--- config.mk ---
export PLATFORM = sky130hd
export DESIGN_NAME = easyaxi_rd_slv
export DESIGN_NICKNAME = d
export VERILOG_FILES = /design/src/rtl/easyaxi_rd_slv_pkg.sv /design/src/rtl/easyaxi_burst_addr_gen.sv /design/src/rtl/easyaxi_rd_slv.sv
export SDC_FILE = /design/constraint.sdc
export NUM_CORES = 1
export LEC_CHECK = 0
export ABC_AREA = 1
export CORE_MARGIN = 8
export CORE_UTILIZATION = 62
export DETAILED_ROUTE_END_ITERATION = 6
export DONT_BUFFER_PORTS = 1
export GPL_TIMING_DRIVEN = 1
export PLACE_DENSITY_LB_ADDON = 0.15
export SYNTH_ARGS = -nofsm -noshare
export SYNTH_HDL_FRONTEND = slang
export SYNTH_SLANG_ARGS = --single-unit
--- constraint.sdc ---
create_clock -name clk -period 11.9 [get_ports clk]
set_input_delay 3.57 -clock clk [delete_from_list [all_inputs] [get_ports clk]]
set_output_delay 3.57 -clock clk [all_outputs]
set_load 0.05 [all_outputs]
--- src/rtl/easyaxi_rd_slv_pkg.sv ---
// Shared AXI widths/encodings and the types used by the easyaxi read slave.
`ifndef EASYAXI_DEFINE_SVH
`define EASYAXI_DEFINE_SVH
`define AXI_ID_W         4
`define AXI_ADDR_W       32
`define AXI_LEN_W        8
`define AXI_SIZE_W       3
`define AXI_BURST_W      2
`define AXI_DATA_W       32
`define AXI_RESP_W       2
`define AXI_BURST_FIXED  2'b00
`define AXI_BURST_INCR   2'b01
`define AXI_BURST_WRAP   2'b10
`define AXI_RESP_OKAY    2'b00
`define AXI_RESP_EXOKAY  2'b01
`define AXI_RESP_SLVERR  2'b10
`define AXI_RESP_DECERR  2'b11
`endif

package easyaxi_rd_slv_pkg;

    localparam int unsigned AXI_ID_W    = `AXI_ID_W;
    localparam int unsigned AXI_ADDR_W  = `AXI_ADDR_W;
    localparam int unsigned AXI_LEN_W   = `AXI_LEN_W;
    localparam int unsigned AXI_SIZE_W  = `AXI_SIZE_W;
    localparam int unsigned AXI_BURST_W = `AXI_BURST_W;
    localparam int unsigned AXI_DATA_W  = `AXI_DATA_W;
    localparam int unsigned AXI_RESP_W  = `AXI_RESP_W;
    localparam int unsigned ADDR_LSB    = $clog2(AXI_DATA_W / 8);

    localparam logic [AXI_BURST_W-1:0] BURST_FIXED = `AXI_BURST_FIXED;
    localparam logic [AXI_BURST_W-1:0] BURST_INCR  = `AXI_BURST_INCR;
    localparam logic [AXI_BURST_W-1:0] BURST_WRAP  = `AXI_BURST_WRAP;
    localparam logic [AXI_BURST_W-1:0] BURST_RSVD  = 2'b11;

    localparam logic [AXI_RESP_W-1:0] RESP_OKAY   = `AXI_RESP_OKAY;
    localparam logic [AXI_RESP_W-1:0] RESP_EXOKAY = `AXI_RESP_EXOKAY;
    localparam logic [AXI_RESP_W-1:0] RESP_SLVERR = `AXI_RESP_SLVERR;
    localparam logic [AXI_RESP_W-1:0] RESP_DECERR = `AXI_RESP_DECERR;

    typedef enum logic {
        StIdle,
        StBurst
    } state_e;

    typedef struct packed {
        logic [AXI_ID_W-1:0]    id;
        logic [AXI_ADDR_W-1:0]  addr;
        logic [AXI_LEN_W-1:0]   len;
        logic [AXI_SIZE_W-1:0]  size;
        logic [AXI_BURST_W-1:0] burst;
    } ar_req_t;

    function automatic logic wrap_len_ok(input logic [AXI_LEN_W-1:0] len);
        return len inside {8'd1, 8'd3, 8'd7, 8'd15};
    endfunction

endpackage

--- src/rtl/easyaxi_burst_addr_gen.sv ---
// Combinational next-beat address for FIXED/INCR/WRAP bursts plus WRAP length legality.
module easyaxi_burst_addr_gen
    import easyaxi_rd_slv_pkg::*;
(
    input  logic [AXI_ADDR_W-1:0]  i_addr,
    input  logic [AXI_LEN_W-1:0]   i_len,
    input  logic [AXI_SIZE_W-1:0]  i_size,
    input  logic [AXI_BURST_W-1:0] i_burst,
    output logic [AXI_ADDR_W-1:0]  o_next_addr,
    output logic                   o_wrap_ok
);

    logic [AXI_ADDR_W-1:0] w_step;
    logic [AXI_ADDR_W-1:0] w_bound;
    logic [AXI_ADDR_W-1:0] w_mask;
    logic [AXI_ADDR_W-1:0] w_incr;

    always_comb begin
        w_step    = AXI_ADDR_W'(1) << i_size;
        w_bound   = (AXI_ADDR_W'(i_len) + AXI_ADDR_W'(1)) << i_size;
        w_mask    = w_bound - AXI_ADDR_W'(1);
        w_incr    = i_addr + w_step;
        o_wrap_ok = wrap_len_ok(i_len);
        case (i_burst)
            BURST_FIXED: o_next_addr = i_addr;
            BURST_INCR:  o_next_addr = w_incr;
            // Keep the aligned window base, let the offset roll over inside it.
            BURST_WRAP:  o_next_addr = (i_addr & ~w_mask) | (w_incr & w_mask);
            default:     o_next_addr = i_addr;
        endcase
    end

endmodule

--- src/rtl/easyaxi_rd_slv.sv ---
// AXI read slave: in-order AR queue, burst sequencer and word memory returning R beats.
module easyaxi_rd_slv
    import easyaxi_rd_slv_pkg::*;
#(
    parameter int unsigned OST_DEPTH     = 4,
    parameter int unsigned MEM_DEPTH     = 64,
    parameter int unsigned MAX_BURST_LEN = 16
) (
    input  logic                   clk,
    input  logic                   rst,
    input  logic                   axi_slv_arvalid,
    output logic                   axi_slv_arready,
    input  logic [AXI_ID_W-1:0]    axi_slv_arid,
    input  logic [AXI_ADDR_W-1:0]  axi_slv_araddr,
    input  logic [AXI_LEN_W-1:0]   axi_slv_arlen,
    input  logic [AXI_SIZE_W-1:0]  axi_slv_arsize,
    input  logic [AXI_BURST_W-1:0] axi_slv_arburst,
    output logic                   axi_slv_rvalid,
    input  logic                   axi_slv_rready,
    output logic [AXI_ID_W-1:0]    axi_slv_rid,
    output logic [AXI_DATA_W-1:0]  axi_slv_rdata,
    output logic [AXI_RESP_W-1:0]  axi_slv_rresp,
    output logic                   axi_slv_rlast,
    output logic                   busy
);

    localparam int unsigned PTR_W = $clog2(OST_DEPTH);
    localparam int unsigned IDX_W = $clog2(MEM_DEPTH);
    localparam logic [AXI_ADDR_W-1:0] MEM_BYTES = AXI_ADDR_W'(MEM_DEPTH << ADDR_LSB);

    ar_req_t                r_queue [OST_DEPTH];
    logic [PTR_W-1:0]       r_wr_ptr;
    logic [PTR_W-1:0]       r_rd_ptr;
    logic [PTR_W:0]         r_count;
    state_e                 r_state;
    state_e                 w_state_nxt;
    logic [AXI_ID_W-1:0]    r_id;
    logic [AXI_ADDR_W-1:0]  r_addr;
    logic [AXI_LEN_W-1:0]   r_len;
    logic [AXI_SIZE_W-1:0]  r_size;
    logic [AXI_BURST_W-1:0] r_burst;
    logic [AXI_LEN_W-1:0]   r_beat_cnt;
    logic [AXI_DATA_W-1:0]  r_mem [MEM_DEPTH];

    ar_req_t               w_req;
    ar_req_t               w_head;
    logic                  w_full;
    logic                  w_empty;
    logic                  w_push;
    logic                  w_pop;
    logic                  w_advance;
    logic                  w_rvalid;
    logic                  w_last;
    logic                  w_slverr;
    logic                  w_decerr;
    logic                  w_wrap_ok;
    logic [AXI_ADDR_W-1:0] w_next_addr;

    assign w_full          = (r_count == (PTR_W + 1)'(OST_DEPTH));
    assign w_empty         = (r_count == '0);
    assign axi_slv_arready = ~w_full & ~rst;
    assign w_push          = axi_slv_arvalid & axi_slv_arready;
    assign w_head          = r_queue[r_rd_ptr];
    assign w_req           = '{id: axi_slv_arid, addr: axi_slv_araddr, len: axi_slv_arlen,
                               size: axi_slv_arsize, burst: axi_slv_arburst};
    assign w_rvalid        = (r_state == StBurst);
    assign w_last          = (r_beat_cnt == r_len);
    assign busy            = ~w_empty | w_rvalid;

    easyaxi_burst_addr_gen u_addr_gen (
        .i_addr      (r_addr),
        .i_len       (r_len),
        .i_size      (r_size),
        .i_burst     (r_burst),
        .o_next_addr (w_next_addr),
        .o_wrap_ok   (w_wrap_ok)
    );

    always_comb begin
        w_state_nxt = r_state;
        w_pop       = 1'b0;
        w_advance   = 1'b0;
        case (r_state)
            StIdle: begin
                if (!w_empty) begin
                    w_pop       = 1'b1;
                    w_state_nxt = StBurst;
                end
            end
            StBurst: begin
                if (axi_slv_rready) begin
                    // Reload straight from the queue so consecutive bursts have no bubble.
                    if (w_last) begin
                        if (!w_empty) w_pop = 1'b1;
                        else          w_state_nxt = StIdle;
                    end else begin
                        w_advance = 1'b1;
                    end
                end
            end
            default: w_state_nxt = StIdle;
        endcase
    end

    always_ff @(posedge clk) begin
        if (rst) begin
            r_state    <= StIdle;
            r_wr_ptr   <= '0;
            r_rd_ptr   <= '0;
            r_count    <= '0;
            r_id       <= '0;
            r_addr     <= '0;
            r_len      <= '0;
            r_size     <= '0;
            r_burst    <= '0;
            r_beat_cnt <= '0;
            for (int k = 0; k < MEM_DEPTH; k++) r_mem[k] <= AXI_DATA_W'(k);
        end else begin
            r_state <= w_state_nxt;
            if (w_push) r_wr_ptr <= r_wr_ptr + 1'b1;
            if (w_pop)  r_rd_ptr <= r_rd_ptr + 1'b1;
            case ({w_push, w_pop})
                2'b10:   r_count <= r_count + 1'b1;
                2'b01:   r_count <= r_count - 1'b1;
                default: r_count <= r_count;
            endcase
            if (w_pop) begin
                r_id       <= w_head.id;
                r_addr     <= w_head.addr;
                r_len      <= w_head.len;
                r_size     <= w_head.size;
                r_burst    <= w_head.burst;
                r_beat_cnt <= '0;
            end else if (w_advance) begin
                r_addr     <= w_next_addr;
                r_beat_cnt <= r_beat_cnt + 1'b1;
            end
        end
    end

    always_ff @(posedge clk) begin
        if (w_push) r_queue[r_wr_ptr] <= w_req;
    end

    // Burst fields are frozen for the whole burst, so this error holds for every beat.
    assign w_slverr = (r_burst == BURST_RSVD) || (32'(r_size) > ADDR_LSB) ||
                      ((r_burst == BURST_WRAP) && !w_wrap_ok) ||
                      (32'(r_len) >= MAX_BURST_LEN);
    assign w_decerr = (r_addr >= MEM_BYTES);

    always_comb begin
        axi_slv_rvalid = w_rvalid;
        axi_slv_rid    = '0;
        axi_slv_rdata  = '0;
        axi_slv_rresp  = RESP_OKAY;
        axi_slv_rlast  = 1'b0;
        if (w_rvalid) begin
            axi_slv_rid   = r_id;
            axi_slv_rlast = w_last;
            if (w_slverr)      axi_slv_rresp = RESP_SLVERR;
            else if (w_decerr) axi_slv_rresp = RESP_DECERR;
            else               axi_slv_rdata = r_mem[r_addr[ADDR_LSB +: IDX_W]];
        end
    end

endmodule

**After elaboration in Yosys (flattened, before gate mapping)**

Memory sizes are Yosys's and may differ from the RTL's. A register that Yosys moved wholly into a read port is not among the register bits.
Cells that the tools add are included.

- Bits in registers: 65
- Bits in latches: 0
- Memory bits (writable): 580
- Memory bits (read-only): 0
- Bits of input ports: 53
- Output and inout bits: 42
- Memories: 2

- Add/sub/neg operators: 8
- $mul: 0
- Div/mod/pow operators: 0
- Magnitude comparators: 3
- Equal/unequal tests: 11
- Shift operators: 2
- Multiplexer cells: 30
- Bitwise gates (word level): 11
- Reductions and logical operators: 12

Memories:

| name | depth | width | read ports | clocked after memory_dff | wr ports | RTL line | text |
|---|---|---|---|---|---|---|---|
| r_mem | 64 | 6 | 1 | 1 | 64 | easyaxi_rd_slv.sv:43 | `logic [AXI_DATA_W-1:0] r_mem [MEM_DEPTH];` |
| r_queue | 4 | 49 | 1 | 1 | 1 | easyaxi_rd_slv.sv:31 | `ar_req_t r_queue [OST_DEPTH];` |

Operator list:

| operator | count |
|---|---|
| $mux W32 | 5 |
| $and A32 B32 Y32 | 2 |
| $pmux W32 S2 | 1 |
| $add A32 B32 Y32 | 1 |
| $ge A32 B9 Y1 const B | 1 |
| $not A32 Y32 | 1 |
| $or A32 B32 Y32 | 1 |
| $shl A1 B3 Y32 const A | 1 |
| $shl A32 B3 Y32 | 1 |
| $sub A32 B1 Y32 const B | 1 |
| $mux W1 | 13 |
| $mux W6 | 2 |
| $mux W2 | 5 |
| $add A8 B1 Y9 const B | 1 |
| $add A8 B1 Y8 const B | 1 |
| $eq A8 B1 Y1 const B | 1 |
| $eq A8 B2 Y1 const B | 1 |
| $eq A8 B3 Y1 const B | 1 |
| $eq A8 B4 Y1 const B | 1 |
| $eq A8 B8 Y1 | 1 |
| $ge A8 B5 Y1 const B | 1 |
| $eq A2 B2 Y1 const B | 3 |
| $pmux W3 S2 | 1 |
| $add A2 B1 Y2 const B | 2 |
| other kinds (19) | 28 |

**Longest topological paths before layout**

Gate-level depths: netlist of run 1.

- Depth in word-level cells: 11
- Gate-level depth with buffers: 21
- Depth with buffers taken out: 21

**Modules after synthesis**

Synthesis of run 1 repeated with hierarchy kept, for this count alone.

- Cell total of the unflattened synthesis: 1679
- Area, all modules: 14679.1 µm²

Modules (own cells, without submodules):

| module | instances | cells an instance | area an instance (µm²) | seq. area each (µm²) |
|---|---|---|---|---|
| easyaxi_rd_slv | 1 | 1034 | 11119.4 | 7347.0 |
| easyaxi_burst_addr_gen | 1 | 645 | 3559.7 | 0.0 |

**Worst setup path after synthesis of run 1**

Ideal clock, no wire load.

- Path type: input-to-output
- From: in rst
- To: out axi_slv_arready
- Arrival time: 4.608 ns
- Setup slack: 3.722 ns
- Cell stages on the path: 2
- Buffers on the path: 1
- Path through: clkbuf_1 -> a31oi_1

- Word-level cells in the longest chain between the ends: 2

RTL lines:

| what | RTL line | text |
|---|---|---|
| start, declared | easyaxi_rd_slv.sv:10 | `input logic rst,` |
| $not A1 Y1 | easyaxi_rd_slv.sv:61 | `assign axi_slv_arready = ~w_full & ~rst;` |
| $and A1 B1 Y1 | easyaxi_rd_slv.sv:61 |  |
| end, declared | easyaxi_rd_slv.sv:12 | `output logic axi_slv_arready,` |

No other way between the ends.

**Worst setup path after layout of run 1**

Same ends and word-level chain as after synthesis.

==> flow_metrics.py, run 1 <==
metrics = {
    "outcome": {
        "outcome": "complete, no violations",
    },
    "global_route": {
        "antenna_found_initial": 0,
        "grt_usage_pct": 22.0,
        "grt_pass1_vias": 9147,
        "grt_max_degree": 64,
        "grt_pass1_wl_um": 46700,
        "gr-total-overflow": 0,
    },
    "layout": {
        "area_growth_pct": 8.38,
        "fillers": 1601,
        "drive_above_1_share_pct": 10.0,
        "diodes": 0,
        "post-route-util_pct": 68.2,
        "final_nets": 1479,
    },
    "power_and_ir_drop": {
        "pwr-share-clk_pct": 24.6,
        "intPower_mw": 2.15,
        "ir_drop_uv": 166,
        "seq_power_share_pct": 33.9,
        "pwr-share-comb_pct": 41.5,
        "p_sw_share_pct": 42.4,
        "power.switching_mw": 1.58,
        "powerDensity_nw_per_um2": 260,
        "p_leak_nw": 5.41,
    },
    "cts": {
        "h-tree-depth": 1,
        "cts_made_buffers": 28,
        "clkTransAtPathRegs_ps": 60,
        "post_cts_buffers": 0,
        "cts.sinks": 269,
        "cts_hold_buffers": 0,
        "clock_latency_ps": 570,
        "cts_tree": "yes",
        "cts.repair.resized": 0,
        "root_buffer": "clkbuf_16",
        "clockBufferDepth": 3,
    },
    "timing": {
        "hold_violations": 0,
        "slew_viol_final": 0,
        "slew_headroom_pct": 33.8,
        "skew_ps": 35.8,
        "post-route-period-util_pct": 63.0,
        "rsz0062_at_grt": "no",
        "setup_tns_ps": 0,
        "fmaxAchievable_ghz": 0.133,
        "fin_crit_ps": 7500,
        "worst_pin_slew_ps": 989,
        "final-setup-viol-count": 0,
    },
    "critical_path": {
        "crit_arrival_ps": 3930,
        "timing_worst_setup_path_type": "in2out",
        "cp_max_fo": 19,
        "required_ps": 8330,
        "cpMaxStageDelayCell": "buf_4",
        "crit_path_end_kind": "output pin",
        "path_cells": "a31oi_1 > buf_4",
        "cp-start-kind": "input port",
        "crit_buf_inv": 1,
        "worst_path_largest_cell_delay_ps": 230,
        "path_delay_family": "buffers and inverters",
    },
    "logic_synthesis": {
        "syn_avg_cell_area_um2": 9.31,
        "yosysUniqueCellTypes": 50,
        "netlist_instances": 1422,
        "synth_fa_ha_area_share_pct": 2.19,
        "synth_largest_area_cell": "edfxtp_1",
        "synth_compound_area_share_pct": 12.4,
        "ys.warnings.count": 0,
        "synth_top_family_by_area": "simple AND/OR/NAND/NOR gates",
        "syn-cell-area_um2": 13200,
        "synthMuxAreaShare_pct": 0,
        "ys_seq_elements": 269,
        "yosys.area.top_type_share_pct": 44.5,
        "synth-xor-area-share_pct": 1.39,
        "ys_seq_area_share_pct": 55.5,
        "synth_area_leaders": "edfxtp_1 44%, dfxtp_1 11%, nand2_1 5.9%",
        "synthSimpleGateAreaFrac_pct": 21.6,
    },
    "floorplanning": {
        "core_um2": 21000,
        "num_io_pins": 95,
        "start_util_pct": 63.0,
        "die_x_um": 162,
        "dieArea_um2": 26300,
        "rows": 53,
        "die_h_um": 162,
    },
    "drt": {
        "dr_wl_met2_um": 13600,
        "post-route-drc-count": 0,
        "wl_per_cell_um": 17.4,
        "dr.max_layer_used": "met4",
        "vias": 9780,
        "wl_met3_um": 2400,
        "ant_nets": 0,
        "drt-initial-drc-count": 809,
        "wl_met1_um": 12800,
        "drt-total-wl_um": 29500,
        "first_pass_iters": 5,
        "viasPerCell": 5.75,
    },
    "place": {
        "gp_congestion": 0.914,
        "dp_hpwl_um": 18800,
        "portBuffers": 0,
    },
    "run": {
        "max_cap_viol_count": 0,
    },
    "worst_hold_path": {
        "hp-class": "reg2reg",
    },
}
[path summary, 6_finish.rpt]
check / startpoint / end / slack [ps] / cells after the start
max: rst / axi_slv_arready / 4400 / 2
max reg2reg: r_len[2]$_SDFFE_PP0P_ / r_count[2]$_SDFFE_PP0P_ / 8190 / 14
min reg2reg: r_rd_ptr[1]$_SDFFE_PP0P_ / r_rd_ptr[1]$_SDFFE_PP0P_ / 480 / 2
min: r_rd_ptr[1]$_SDFFE_PP0P_ / r_rd_ptr[1]$_SDFFE_PP0P_ / 480 / 2
[power groups by stage]
stage | clock network (mW) | registers (mW) | logic, mW
floorplan | 0 | 1.22 | 1.26
global placement | 0 | 1.28 | 1.50
detailed placement | 0 | 1.28 | 1.53
CTS | 0.924 | 1.26 | 1.54
global route | 0.959 | 1.28 | 1.73
finish | 0.917 | 1.26 | 1.55
[kinds of logic (layout without fill, tap and decap cells)]
group / count (synthesis) / in the layout
AND/OR/NAND/NOR: 602 / 602
AO/OA/AOI/OAI: 300 / 300
flip-flops: 269 / 269
buffers and inverters: 207 / 186
adder cells (fa/ha/maj): 22 / 22
XOR/XNOR: 21 / 21
other: 1 / 26
[cell usage in the layout, fill, tap and decap left out, types with 19 or more instances in the layout]
cell type  netlist  final
o22ai_1         37     37
clkbuf_16        0     28
o21ai_0        151    151
nand3_2         19     19
conb_1           1     26
edfxtp_1       196    196
dfxtp_1         73     72
a21oi_1         69     69
nand2_1        209    209
nor2_1         202    198
ha_1            20     20
nand3_1         83     83
inv_1          106    106
nand4_1         19     19
[metrics by stage]
stage               instance area (um2)  total power [mW]  std cells  hold WS [ps]  setup slack [ps]
floorplan                         13300              2.49       1447           436              3720
global placement                  13400              2.78       1649           451              4400
finish                            14300              3.73       1701           478              4400
CTS                               14300              3.73       1701           479              4400
global route                      14300              3.97       1701           514              4390
detailed placement                13400              2.81       1649           470              4420
[tightest hold or removal path: stages, from the launching register on]
cell and delay, ps:
dfxtp_1 300, inv_1 60, a21oi_1 70
[cells in the mapped netlist, drive strengths merged]
library cell	n
nand4	19
nor2	212
or2	6
clkbuf	40
edfxtp	196
o221ai	6
o21ai	160
fa	2
o31ai	1
ha	20
o21a	3
o22ai	37
a21boi	1
nand3	104
nor4	5
nand2	238
inv	119
a21oi	70
conb	1
and3	1
clkinv	3
xor2	15
dfxtp	73
o21bai	3
o211ai	5
and2	2
a31oi	14
xnor2	6
nor3	15
buf	45
[per-layer routing]
metal  track usage [%]  up-vias
met4              7.03        0
met5             0.197        -
li1                  -     4800
met1              29.2     4589
met3              4.58       52
met2              35.8      339
[final cells by class]
| cell class | instances | area, um2 | area share [%] |
|---|---|---|---|
| clock buffers | 42 | 803 | 5.60 |
| clock inverters | 10 | 186 | 1.30 |
| inverters | 122 | 468 | 3.26 |
| multi-input cells | 971 | 5110 | 35.6 |
| flip-flops and latches | 269 | 7350 | 51.2 |
| well taps | 275 | 344 | 2.40 |
| repair buffers | 12 | 90.1 | 0.628 |
Power figures use the tool's default switching activity.
==> run 2: changes to the inputs <==
==> constraint.sdc (replaced) <==
create_clock -name clk -period 7.85 [get_ports clk]
set_input_delay 2.355 -clock clk [delete_from_list [all_inputs] [get_ports clk]]
set_output_delay 2.355 -clock clk [all_outputs]
set_load 0.05 [all_outputs]
==> run 2 against run 1 <==
Against the previous run: sequential power grew 53%; critical path depth grew 7; combinational power grew 50%; worst hold slack gained 2.0 ps.
==> flow_metrics.py, run 2 (synthesized netlist as in run 1, its figures left out) <==
metrics = {
    "outcome": {
        "outcome": "complete, no violations",
    },
    "critical_path": {
        "timing_worst_setup_path_type": "reg2out",
        "path_delay_family": "simple AND/OR/NAND/NOR gates",
        "worst_path_largest_cell_delay_ps": 810,
        "cp_common_cell": "nor2_1",
        "crit_arrival_ps": 3080,
        "cp_max_fo": 7,
        "crit_buf_inv": 0,
        "path_cells": "ha_1 > nor2_1 > o21ai_0 > a21oi_1 > o31ai_1 > nand4_1 > nor2_1 > nand2_1 > nor2_1",
        "worstReg2RegStart": "r_len[0]$_SDFFE_PP0P_",
        "cp-start-kind": "flop",
        "required_ps": 5500,
        "cpMaxStageDelayCell": "nor2_1",
        "r2r-end": "r_count[2]$_SDFFE_PP0P_",
        "reg2regPathDepth": 15,
        "crit_path_end_kind": "output pin",
        "reg2reg_setup_slack_ps": 4070,
    },
    "timing": {
        "slew_headroom_pct": 33.4,
        "setup_tns_ps": 0,
        "fmaxAchievable_ghz": 0.184,
        "slew_viol_final": 0,
        "skew_ps": 10.7,
        "rsz0062_at_grt": "no",
        "final-setup-viol-count": 0,
        "post-route-period-util_pct": 69.3,
        "worst_pin_slew_ps": 996,
        "setup_slack_ps": 2410,
        "hold_violations": 0,
        "fin_crit_ps": 5440,
    },
    "global_route": {
        "grt_usage_pct": 22.3,
        "grt_pass1_wl_um": 47000,
        "grt_pass1_vias": 9126,
        "antenna_found_initial": 0,
        "grt_max_degree": 79,
        "gr-total-overflow": 0,
    },
    "layout": {
        "post-route-util_pct": 67.8,
        "final_nets": 1478,
        "multi_input_area_um2": 5110,
        "mostFrequentLayoutCell": "nand2_1",
        "area_growth_pct": 7.61,
        "fillers": 1604,
        "diodes": 0,
        "fin_area_um2": 14200,
        "layout_common_cells": "209 x nand2_1, 198 x nor2_1, 196 x edfxtp_1",
        "drive_above_1_share_pct": 9.90,
        "register_area_um2": 7350,
    },
    "drt": {
        "ant_nets": 0,
        "viasPerCell": 5.76,
        "vias": 9781,
        "drt-total-wl_um": 29600,
        "first_pass_iters": 5,
        "post-route-drc-count": 0,
        "drt-initial-drc-count": 747,
        "wl_per_cell_um": 17.4,
    },
    "floorplanning": {
        "core_um2": 21000,
        "die_x_um": 162,
        "rows": 53,
        "die_h_um": 162,
        "start_util_pct": 63.0,
        "dieArea_um2": 26300,
        "num_io_pins": 95,
    },
    "worst_hold_path": {
        "hold_depth": 2,
        "hold_end": "r_beat_cnt[5]$_SDFFE_PP0P_",
        "hp-start": "r_beat_cnt[5]$_SDFFE_PP0P_",
        "hp-class": "reg2reg",
    },
    "cts": {
        "cts_hold_buffers": 0,
        "cts_made_buffers": 28,
        "h-tree-depth": 1,
        "clkTransAtPathRegs_ps": 70,
        "root_buffer": "clkbuf_16",
        "clock_latency_ps": 550,
        "cts.repair.resized": 0,
        "cts_tree": "yes",
        "clockBufferDepth": 3,
        "post_cts_buffers": 0,
        "cts.sinks": 269,
    },
    "power_and_ir_drop": {
        "ir_drop_uv": 223,
        "p_leak_nw": 5.36,
        "powerDensity_nw_per_um2": 389,
    },
    "place": {
        "dp_hpwl_um": 19200,
        "portBuffers": 0,
        "dpl_worst_slack_ps": 2750,
        "placed_cell_area_um2": 13300,
        "gp_congestion": 0.894,
    },
    "run": {
        "max_cap_viol_count": 0,
    },
}
## run 2: per-stage QoR
stage / hold WS, ps / cells / total power [mW]
detailed placement: 470 / 1648 / 4.26
floorplan: 436 / 1447 / 3.77
finish: 480 / 1699 / 5.55
CTS: 481 / 1699 / 5.55
global route: 502 / 1699 / 5.93
global placement: 449 / 1648 / 4.22
## run 2: layer usage
metal | up-vias | routed length, um | global-route usage, % | part of all wire (%)
li1 | 4797 | - | - | -
met1 | 4601 | 12800 | 29.6 | 43
met2 | 341 | 13600 | 35.6 | 46
met3 | 42 | 2660 | 4.81 | 9.0
met4 | 0 | 552 | 7.79 | 1.9
met5 | - | 0 | 0 | 0
## run 2: worst max-delay path by stage
stage,from,end,slack (ps),cells past startpoint
2_1_floorplan,rst,r_queue[0][0]$_DFFE_PP_,1450,4
3_3_place_gp,axi_slv_rready,r_count[2]$_SDFFE_PP0P_,2760,11
3_5_place_dp,axi_slv_rready,r_count[2]$_SDFFE_PP0P_,2750,11
4_1_cts,r_len[0]$_SDFFE_PP0P_,axi_slv_rdata[3],2390,9
5_1_grt,r_len[0]$_SDFFE_PP0P_,axi_slv_rdata[3],2140,9
6_report,r_len[0]$_SDFFE_PP0P_,axi_slv_rdata[3],2410,9
## run 2: area by class of cell
type / instances / area share (%)
Timing Repair Buffer: 11 / 0.580
Tap cell: 275 / 2.42
Multi-Input combinational cell: 971 / 35.8
Clock inverter: 12 / 0.852
Clock buffer: 39 / 5.43
Inverter: 122 / 3.29
Sequential cell: 269 / 51.6
## run 2: report_power, final
part | leakage (nW) | switching (mW) | total [mW] | internal [mW]
clock network | 0.423 | 0.535 | 1.29 | 0.752
registers | 2.38 | 0.211 | 1.93 | 1.72
logic | 2.55 | 1.64 | 2.33 | 0.691
## run 2: worst reg2reg max path, stage by stage (launching register included)
cell and delay (ps):
dfxtp_1 470, inv_2 170, nand2_1 90, nand4_1 100, nor2_1 120, nand2_2 110, o21ai_2 190, nand2_4 380
inv_2 830, ha_1 290, inv_1 70, fa_1 380, a21oi_1 140, o21ai_0 110, o21ai_0 150, a21oi_1 50
